## config.mk

```make
export PLATFORM = sky130hd
export DESIGN_NAME = nco_meter
export DESIGN_NICKNAME = d
export VERILOG_FILES = /design/src/rtl/nco_meter.sv
export SDC_FILE = /design/constraint.sdc
export NUM_CORES = 1
export LEC_CHECK = 0
export ABC_AREA = 1
export BUFFER_PORTS_ARGS = -buffer_cell sky130_fd_sc_hd__clkbuf_2
export CORE_ASPECT_RATIO = 0.5
export CORE_UTILIZATION = 60
export DETAILED_ROUTE_END_ITERATION = 12
export PLACE_DENSITY = 0.77
export SYNTH_ARGS = -nofsm -noshare
export SYNTH_HDL_FRONTEND = slang
export SYNTH_SLANG_ARGS = --single-unit
```

## constraint.sdc

```tcl
create_clock -name clk -period 5.5 [get_ports clk]
set_clock_uncertainty 0.1 [all_clocks]
set_input_delay 0.55 -clock clk [delete_from_list [all_inputs] [get_ports clk]]
set_output_delay 0.55 -clock clk [all_outputs]
set_load 0.1 [all_outputs]
```

## src/rtl/nco_meter.sv

```systemverilog
// -----------------------------------------------------------------------------
// nco_meter
//
// Recovers frequency and relative phase from a pair of offset-binary sample
// streams, typically the sin/cos outputs of an NCO looped back for checking,
// or the digitised outputs of an ADC.
//
//   * Each channel has a hysteresis zero-crossing detector that produces a
//     one-cycle rising event on every LO->HI transition.
//   * Frequency: rising ref events are counted over a fixed gate of
//     GATE_CYCLES clocks. With a 1 s gate the result is directly in Hz.
//   * Phase: the delay D from a ref event to the following mea event and the
//     ref period P are measured in clocks, and floor(100*D/P) is computed
//     with a 7-step restoring divider, giving a percentage 0..99.
//   * sig_lost flags a ref channel that has stopped toggling.
//
// Ports:
//   clk          system clock
//   rst          synchronous active-high reset
//   en           measurement enable; low holds everything cleared except
//                the two result registers
//   ref_in       reference channel samples (sin_out), offset binary
//   mea_in       measured channel samples (cos_out), offset binary
//   freq_out     ref rising edges counted in the last complete gate
//   freq_valid   one-cycle pulse when freq_out updates
//   phase_out    floor(100*D/P), 0..99
//   phase_valid  one-cycle pulse when phase_out updates
//   sig_lost     no ref edge for 2^PER_W-1 clocks
// -----------------------------------------------------------------------------
module nco_meter #(
    parameter int CLK_FREQUENCY = 50000000,
    parameter int DATA_WIDTH    = 16,
    parameter int GATE_CYCLES   = CLK_FREQUENCY,
    parameter int HYST          = 256,
    parameter int PER_W         = 24
) (
    input  logic                  clk,
    input  logic                  rst,
    input  logic                  en,
    input  logic [DATA_WIDTH-1:0] ref_in,
    input  logic [DATA_WIDTH-1:0] mea_in,
    output logic [23:0]           freq_out,
    output logic                  freq_valid,
    output logic [6:0]            phase_out,
    output logic                  phase_valid,
    output logic                  sig_lost
);

    // Thresholds are one bit wider than the samples so MID+HYST cannot wrap.
    localparam logic [DATA_WIDTH:0] MID   = {2'b01, {(DATA_WIDTH-1){1'b0}}};
    localparam logic [DATA_WIDTH:0] HI_TH = MID + (DATA_WIDTH+1)'(HYST);
    localparam logic [DATA_WIDTH:0] LO_TH = MID - (DATA_WIDTH+1)'(HYST);

    localparam int                 GATE_W    = (GATE_CYCLES > 1) ? $clog2(GATE_CYCLES) : 1;
    localparam logic [GATE_W-1:0]  GATE_LAST = GATE_W'(GATE_CYCLES - 1);

    // D*100 needs 7 more bits than D, since 100 < 128.
    localparam int                 DIV_W    = PER_W + 7;
    localparam logic [PER_W-1:0]   PER_MAX  = '1;
    localparam logic [23:0]        EDGE_MAX = '1;

    typedef enum logic [1:0] {
        IDLE,
        ARMED,
        DIVIDE,
        OUT
    } state_t;

    state_t state;
    state_t state_next;

    // Crossing detector state and events
    logic ref_hi;
    logic ref_evt;
    logic mea_hi;
    logic mea_evt;
    logic ref_above;
    logic ref_below;
    logic mea_above;
    logic mea_below;

    // Frequency gate
    logic [GATE_W-1:0] gate_cnt;
    logic [23:0]       edge_cnt;
    logic [23:0]       edge_next;

    // Period / delay measurement
    logic [PER_W-1:0] per_cnt;
    logic [PER_W-1:0] d_lat;
    logic             mea_seen;

    // Divider
    logic [DIV_W-1:0] d_ext;
    logic [DIV_W-1:0] p_ext;
    logic [DIV_W-1:0] dividend;
    logic [DIV_W-1:0] rem;
    logic [DIV_W-1:0] div_sh;
    logic [6:0]       quot;
    logic [2:0]       div_cnt;

    // FSM decode
    logic start_div;
    logic set_lost;

    assign ref_above = ({1'b0, ref_in} >= HI_TH);
    assign ref_below = ({1'b0, ref_in} <= LO_TH);
    assign mea_above = ({1'b0, mea_in} >= HI_TH);
    assign mea_below = ({1'b0, mea_in} <= LO_TH);

    // Hysteresis detectors. Samples strictly between the two thresholds leave
    // the state alone, which keeps noise around mid-scale from producing
    // spurious edges. The event is registered, so it appears one clock after
    // the sample that crossed the upper threshold.
    always_ff @(posedge clk) begin
        if (rst || !en) begin
            ref_hi  <= 1'b0;
            ref_evt <= 1'b0;
            mea_hi  <= 1'b0;
            mea_evt <= 1'b0;
        end else begin
            ref_evt <= !ref_hi && ref_above;
            mea_evt <= !mea_hi && mea_above;

            if (!ref_hi && ref_above) begin
                ref_hi <= 1'b1;
            end else if (ref_hi && ref_below) begin
                ref_hi <= 1'b0;
            end

            if (!mea_hi && mea_above) begin
                mea_hi <= 1'b1;
            end else if (mea_hi && mea_below) begin
                mea_hi <= 1'b0;
            end
        end
    end

    // Saturating edge count, including an event in the current cycle so the
    // last gate cycle is not lost when the count is published.
    assign edge_next = (ref_evt && (edge_cnt != EDGE_MAX)) ? edge_cnt + 24'd1 : edge_cnt;

    // Frequency gate. The published count is taken from edge_next on the
    // last gate cycle; the edge counter then restarts from zero so an event
    // on gate cycle 0 belongs to the new gate.
    always_ff @(posedge clk) begin
        if (rst) begin
            gate_cnt   <= '0;
            edge_cnt   <= '0;
            freq_out   <= '0;
            freq_valid <= 1'b0;
        end else if (!en) begin
            gate_cnt   <= '0;
            edge_cnt   <= '0;
            freq_valid <= 1'b0;
        end else begin
            freq_valid <= 1'b0;
            if (gate_cnt == GATE_LAST) begin
                freq_out   <= edge_next;
                freq_valid <= 1'b1;
                edge_cnt   <= '0;
                gate_cnt   <= '0;
            end else begin
                edge_cnt <= edge_next;
                gate_cnt <= gate_cnt + 1'b1;
            end
        end
    end

    // Period tracking runs in every state so that the ref edge closing a
    // dropped pair still starts the next period. per_cnt is loaded with 1 on
    // a ref event, so it always equals the number of clocks since that event.
    // A mea event coinciding with the ref event belongs to the new period
    // with D=0. Before the first ref edge (IDLE) mea events are ignored.
    always_ff @(posedge clk) begin
        if (rst || !en) begin
            per_cnt  <= '0;
            d_lat    <= '0;
            mea_seen <= 1'b0;
        end else if (ref_evt) begin
            per_cnt  <= PER_W'(1);
            d_lat    <= '0;
            mea_seen <= mea_evt;
        end else begin
            if (per_cnt != PER_MAX) begin
                per_cnt <= per_cnt + 1'b1;
            end
            if (mea_evt && !mea_seen && (state != IDLE)) begin
                d_lat    <= per_cnt;
                mea_seen <= 1'b1;
            end
        end
    end

    // FSM state register
    always_ff @(posedge clk) begin
        if (rst || !en) begin
            state <= IDLE;
        end else begin
            state <= state_next;
        end
    end

    // FSM next state. A period closes on a ref event; a result is only
    // computed if a mea event was seen within it. Pairs closing while the
    // divider is busy are simply ignored here.
    always_comb begin
        state_next = state;
        start_div  = 1'b0;
        set_lost   = 1'b0;

        unique case (state)
            IDLE: begin
                if (ref_evt) begin
                    state_next = ARMED;
                end else if (per_cnt == PER_MAX) begin
                    set_lost = 1'b1;
                end
            end
            ARMED: begin
                if (ref_evt) begin
                    if (mea_seen && (d_lat < per_cnt)) begin
                        start_div  = 1'b1;
                        state_next = DIVIDE;
                    end
                end else if (per_cnt == PER_MAX) begin
                    set_lost   = 1'b1;
                    state_next = IDLE;
                end
            end
            DIVIDE: begin
                if (div_cnt == 3'd6) begin
                    state_next = OUT;
                end
            end
            OUT: begin
                state_next = ARMED;
            end
            default: begin
                state_next = IDLE;
            end
        endcase
    end

    // Loss-of-signal flag: set on per_cnt saturation, cleared by any ref edge.
    always_ff @(posedge clk) begin
        if (rst || !en) begin
            sig_lost <= 1'b0;
        end else if (ref_evt) begin
            sig_lost <= 1'b0;
        end else if (set_lost) begin
            sig_lost <= 1'b1;
        end
    end

    // D*100 as shifts and adds (64+32+4).
    assign d_ext    = DIV_W'(d_lat);
    assign p_ext    = DIV_W'(per_cnt);
    assign dividend = (d_ext << 6) + (d_ext << 5) + (d_ext << 2);

    // Restoring divider. Because D < P the quotient is below 100, so only
    // seven quotient bits exist; the divisor starts at P<<6 and is shifted
    // right each step, producing the quotient MSB first in exactly 7 cycles.
    // The result register and valid pulse are written in OUT, giving a
    // 9-clock latency from the closing ref event.
    always_ff @(posedge clk) begin
        if (rst) begin
            rem         <= '0;
            div_sh      <= '0;
            quot        <= '0;
            div_cnt     <= '0;
            phase_out   <= '0;
            phase_valid <= 1'b0;
        end else if (!en) begin
            rem         <= '0;
            div_sh      <= '0;
            quot        <= '0;
            div_cnt     <= '0;
            phase_valid <= 1'b0;
        end else begin
            phase_valid <= 1'b0;
            if (start_div) begin
                rem     <= dividend;
                div_sh  <= p_ext << 6;
                quot    <= '0;
                div_cnt <= '0;
            end else if (state == DIVIDE) begin
                if (rem >= div_sh) begin
                    rem  <= rem - div_sh;
                    quot <= {quot[5:0], 1'b1};
                end else begin
                    quot <= {quot[5:0], 1'b0};
                end
                div_sh  <= div_sh >> 1;
                div_cnt <= div_cnt + 3'd1;
            end

            if (state == OUT) begin
                phase_out   <= quot;
                phase_valid <= 1'b1;
            end
        end
    end

endmodule
```

== After elaboration in Yosys (flattened, before gate mapping) ==
Index checks and enable logic that the tools add are counted.

* Input port bits: 35
* Logic and storage cells: 106
* Output and inout bits: 34
* Flip-flop bits (word level): 210

* Multiplexer cells: 29
* Bitwise logic cells: 1
* $lt $le $gt $ge: 6
* $add $sub $neg: 7
* Equality and inequality tests: 12
* Reductions and logical operators: 30

{| class="wikitable"
|+ Operators by type and width
! cell !! number
|-
| 31-bit 2-to-1 mux || 3
|-
| 30-bit 2-to-1 mux || 2
|-
| 24-bit by 1-bit adder with 24-bit output (second input constant) || 2
|-
| 24-bit inequality test (second input constant) || 2
|-
| 16-bit >= comparator (second input constant) || 2
|-
| 16-bit by 15-bit less-or-equal comparator with 1-bit output (second input constant) || 2
|-
| 30-bit by 29-bit adder with 31-bit output || 1
|-
| 31-bit by 26-bit adder with 31-bit output || 1
|-
| 31-bit by 30-bit >= comparator with 1-bit output || 1
|-
| 31-bit by 30-bit subtractor with 31-bit output || 1
|-
| 26-bit by 1-bit adder with 26-bit output (second input constant) || 1
|-
| 26-bit == test (second input constant) || 1
|-
| 24-bit == test (second input constant) || 1
|-
| 24-bit < comparator || 1
|-
| 24-bit 2-to-1 mux || 1
|-
| 1-bit 2-to-1 mux || 17
|-
| 2-bit nonzero test || 7
|-
| 2-bit 2-to-1 mux || 5
|-
| 1-bit logical AND || 8
|-
| 2-bit case mux with 4 select lines || 1
|-
| 3-bit inequality test (second input constant) || 2
|-
| 2-bit AND reduction || 3
|-
| 2-bit OR reduction || 3
|-
| 3-bit OR reduction || 2
|-
| other kinds (10) || 15
|}

== Depth between registers and ports, before layout ==
* Depth in word-level cells: 7
* Mapped depth: 18

== Least setup slack after synthesis ==
OpenSTA, ideal clock, no wires.

* Path type: reg-to-reg
* Start: reg d_lat[4]
* End: reg rem[22]
* Required time: 5.257 ns
* Arrival: 2.339 ns
* Stages on the path, launching flop included: 16
* Clock period less this slack: 2.582 ns
* Library setup time: 0.143 ns
* Buffers on the path: 0
* Path slack: 2.918 ns
* Cells stage by stage: dfxtp_1 fa_1 ha_1 fa_1 nand3_1 nand3_1 nand2_1 nand3_1 nand2_1 nand2_1 nand2_1 nand2_1 nand2_1 nand2_1 nand2_1 a21oi_1

* Word-level cells in the longest chain between the ends: 7
* Elaborated cells on any way between the ends: 11
* Those cells by class: add/sub: 2; order compare: 1; mux: 4; reduce/logical: 4

{| class="wikitable"
|+ RTL lines
! element !! RTL line !! source
|-
| start, declared || 89 || <nowiki>logic [PER_W-1:0] d_lat;</nowiki>
|-
| start signal, assigned || 188 || <nowiki>d_lat <= per_cnt;</nowiki>
|-
| branches (longest 7 deep; another with 30-bit by 29-bit adder with 31-bit output) || -- ||
|-
| end signal, assigned || 282 || <nowiki>rem <= dividend;</nowiki>
|-
| end signal, assigned || 288 || <nowiki>rem <= rem - div_sh;</nowiki>
|-
| end, declared || 96 || <nowiki>logic [DIV_W-1:0] rem;</nowiki>
|}

Parallel ways; which one is timed is not known.
A chain may end at the register's enable or synchronous reset.

== Worst setup path after layout ==
* Start: reg per_cnt[18]
* End: reg quot[5]

* Word-level cells in the longest chain between the ends: 6

{| class="wikitable"
|+ RTL lines
! element !! RTL line !! source
|-
| start, declared || 88 || <nowiki>logic [PER_W-1:0] per_cnt;</nowiki>
|-
| start signal, assigned || 185 || <nowiki>per_cnt <= per_cnt + 1'b1;</nowiki>
|-
| 24-bit < comparator || 221 || <nowiki>if (mea_seen && (d_lat < per_cnt)) begin</nowiki>
|-
| 1-bit logical AND || 221 ||
|-
| 1-bit 2-to-1 mux || 221 ||
|-
| 1-bit 2-to-1 mux || 220 || <nowiki>if (ref_evt) begin</nowiki>
|-
| 1-bit 2-to-1 mux || 211 || <nowiki>unique case (state)</nowiki>
|-
| 3-bit OR reduction (no line) || -- ||
|-
| end signal, assigned || 289 || <nowiki>quot <= {quot[5:0], 1'b1};</nowiki>
|-
| end signal, assigned || 291 || <nowiki>quot <= {quot[5:0], 1'b0};</nowiki>
|-
| end, declared || 98 || <nowiki>logic [6:0] quot;</nowiki>
|}

No other way between the ends.

==> impl_metrics.csv <==
group,metric,value,unit
worst_setup_path,setup.worst_path.end_class,"register",
clock_tree,ctsResizeCount,0,
logic_synthesis,synth.distinct_cells,52,
timing,slew_headroom,46.5,%
route,drt_iter0_markers,1319,
logic_synthesis,synth_cells,2304,
logic_synthesis,yosysTopAreaCell,"dfxtp_1",
logic_synthesis,synth_top_cell_area_share,28.2,%
floorplanning,dieHeight,113,µm
run,max_cap_viol_count,0,
layout,drive_above_1_share,8.02,%
status,status,"completed",
grt,grt_pass1_vias,12700,
layout,antennaDiodeCount,0,
route,post-route-drc-count,0,
logic_synthesis,yosysMostFrequentCell,"nand2_1",
layout,area.growth.synth_to_final,8.09,%
place,globalplace.congestion,0.972,
floorplanning,num_rows,40,
grt,grt_remaining_overflow,0,
min_path,hold_end,"ref_hi",
place,numPortBuffers,68,
layout,fillCellCount,2278,
worst_setup_path,cp_max_fo,60,
pwr,leakagePower,7.77,nW
worst_setup_path,rr_endpoint,"quot[5]",
clock_tree,cts_made_buffers,21,
worst_setup_path,startpoint_type,"register",
floorplanning,dieArea,25500,µm²
timing,setup_viol,0,
timing,max_freq,305,MHz
worst_setup_path,r2r_slack,2.22,ns
route,routedWlPerCell,14.6,µm
pwr,powerDensity,214,nW/µm²
worst_setup_path,crit_type,"reg2reg",
logic_synthesis,synth_ff_type,"dfxtp_1",
min_path,min_from,"ref_in[15]",
grt,antenna_found_initial,1,
pwr,p_total,3.45,mW
logic_synthesis,avgSynthCellArea,6.46,µm²
logic_synthesis,mappedNetlistNets,2452,
logic_synthesis,yosysSeqAreaShare,28.2,%
route,drtPass1Iterations,6,
pwr,ir_worst_vdd,0.170,mV
grt,track_usage,30.8,%
layout,instances_no_fill,2692,
logic_synthesis,ys_async_sr_fraction,0,%
logic_synthesis,yosys_warnings,0,
timing,fin_ws,2.22,ns
timing,slew_violations,0,
clock_tree,cts.hold.buffers_added,0,
route,avgViaCountPerCell,5.36,
worst_setup_path,cp.required,5.81,ns
place,hpwl,30100,µm
logic_synthesis,synth-edff-count,0,
floorplanning,coreArea,24200,µm²
timing,rsz0062_at_grt,"no",
min_path,hp-class,"in2reg",
clock_tree,clk_pin_slew_worst_paths,0.07,ns
clock_tree,post_cts_buffers,0,
clock_tree,cts_root_buf,"clkbuf_16",
layout,stdcell_area,16100,µm²
clock_tree,insertion_delay,0.51,ns
timing,hold_viol_final,0,
layout,final_nets,2491,
place,dp.cells,2656,
min_path,holdPathStages,3,
worst_setup_path,ff2ff_path_depth,12,
logic_synthesis,ys_ff_latch,210,
clock_tree,cts.htree.levels,1,
timing,finalSetupTns,0,ns
worst_setup_path,cp.arrival,3.59,ns
floorplanning,die_x,225,µm
route,vias,14400,
clock_tree,cts_tree,"built",
place,pre_cts_ws,2.30,ns
timing,min_period_over_period,59.7,%
grt,grt_pass1_wl,63300,µm
clock_tree,cts.path.max_buffers,3,
timing,fin_crit,3.28,ns
floorplanning,start_util,61.6,%
logic_synthesis,synth_common_cells,"614 x nand2_1, 401 x inv_1, 228 x nor2_1, 210 x dfxtp_1, 153 x a21oi_1",
logic_synthesis,syn_area,14900,µm²
place,place_area,15400,µm²
route,ant_nets,0,
floorplanning,io_pins,69,
grt,grt_max_degree,63,
timing,tightest_slew,0.796,ns
clock_tree,clock_sinks,210,
route,wirelength,39300,µm
logic_synthesis,synthTopCellsByArea,"dfxtp_1 28%, nand2_1 15%, inv_1 10%",
worst_setup_path,timing.rr.start,"per_cnt[18]",
## layer usage
metal  vias up  wire length (µm)  GRT usage (%)
met3        69              3000           5.41
met4         2               912           7.71
met5         -                13              0
met2       468             16200           46.9
li1       7363                 -              -
met1      6528             19100           45.0
## sequential cells by signal, indices dropped and copies added (netlist names), 3 cells and up
| name | flops |
|---|---|
| freq_out | 24 |
| quot | 7 |
| div_sh | 30 |
| phase_out | 7 |
| rem | 31 |
| per_cnt | 24 |
| edge_cnt | 24 |
| div_cnt | 3 |
| d_lat | 24 |
| gate_cnt | 26 |
## how the worst max path moves through the flow
stage                start  cells past startpoint         to
2_1_floorplan     d_lat[4]                     15    rem[22]
3_3_place_gp   per_cnt[18]                     12    quot[0]
3_5_place_dp   per_cnt[18]                     12    quot[5]
4_1_cts        per_cnt[18]                     12    quot[5]
5_1_grt        per_cnt[19]                     12  div_sh[5]
6_report       per_cnt[18]                     12    quot[5]
## area by class of cell
class	count	area [µm²]	area share (%)
Clock buffer	23	543	3.37
Clock inverter	13	143	0.886
Inverter	411	1540	9.58
Multi-Input combinational cell	1622	8830	54.9
Sequential cell	210	4200	26.1
Tap cell	336	420	2.61
Timing Repair Buffer	77	408	2.53
## metrics by stage
| step | hold slack, ns | utilization, % |
|---|---|---|
| 3_3_place_gp | 0.304 | 63.7 |
| 6_report | 0.182 | 66.6 |
| 4_1_cts | 0.171 | 66.6 |
| 2_1_floorplan | 0.292 | - |
| 3_5_place_dp | 0.305 | 63.7 |
| 5_1_grt | 0.186 | 66.6 |
## layout by cell type (no fill, tap or decap), types with 14 or more instances in the layout
cell type / instances
nand2_1: 614
clkbuf_16: 21
o21ai_0: 83
xnor2_1: 19
nand2_2: 14
ha_1: 90
dfxtp_1: 210
a21oi_1: 153
fa_1: 22
a211oi_1: 36
inv_1: 400
nor2_2: 14
o211ai_1: 17
nand4_1: 34
nor3_1: 33
nand3_1: 121
nor4_1: 18
clkbuf_2: 68
xor2_1: 45
nor2_1: 227
## cells by family after synthesis
group	after synthesis	synth area share [%]
fa+ha+maj	113	10.6
simple gates	1122	32.6
flops	210	28.2
xor+xnor	64	3.76
buf+inv	472	12.5
compound gates	323	12.3
## report_power, final
| group | internal [mW] | leakage [nW] | switching (mW) |
|---|---|---|---|
| logic | 0.143 | 5.73 | 0.297 |
| registers | 1.53 | 1.69 | 0.00951 |
| clock network | 0.821 | 0.339 | 0.652 |
## critical path, cell delays in order, from the launching register on
cell and delay [ns]:
dfxtp_1 0.47, inv_1 0.08, ha_1 0.28, nand2_1 0.05
inv_1 0.06, nand3_1 0.08, nor3_1 0.26, nor2b_1 0.21
nand2_1 0.10, nand3_2 0.12, buf_4 0.55, nand2_1 0.49
a211oi_1 0.32
Power figures use the tool's default switching activity.
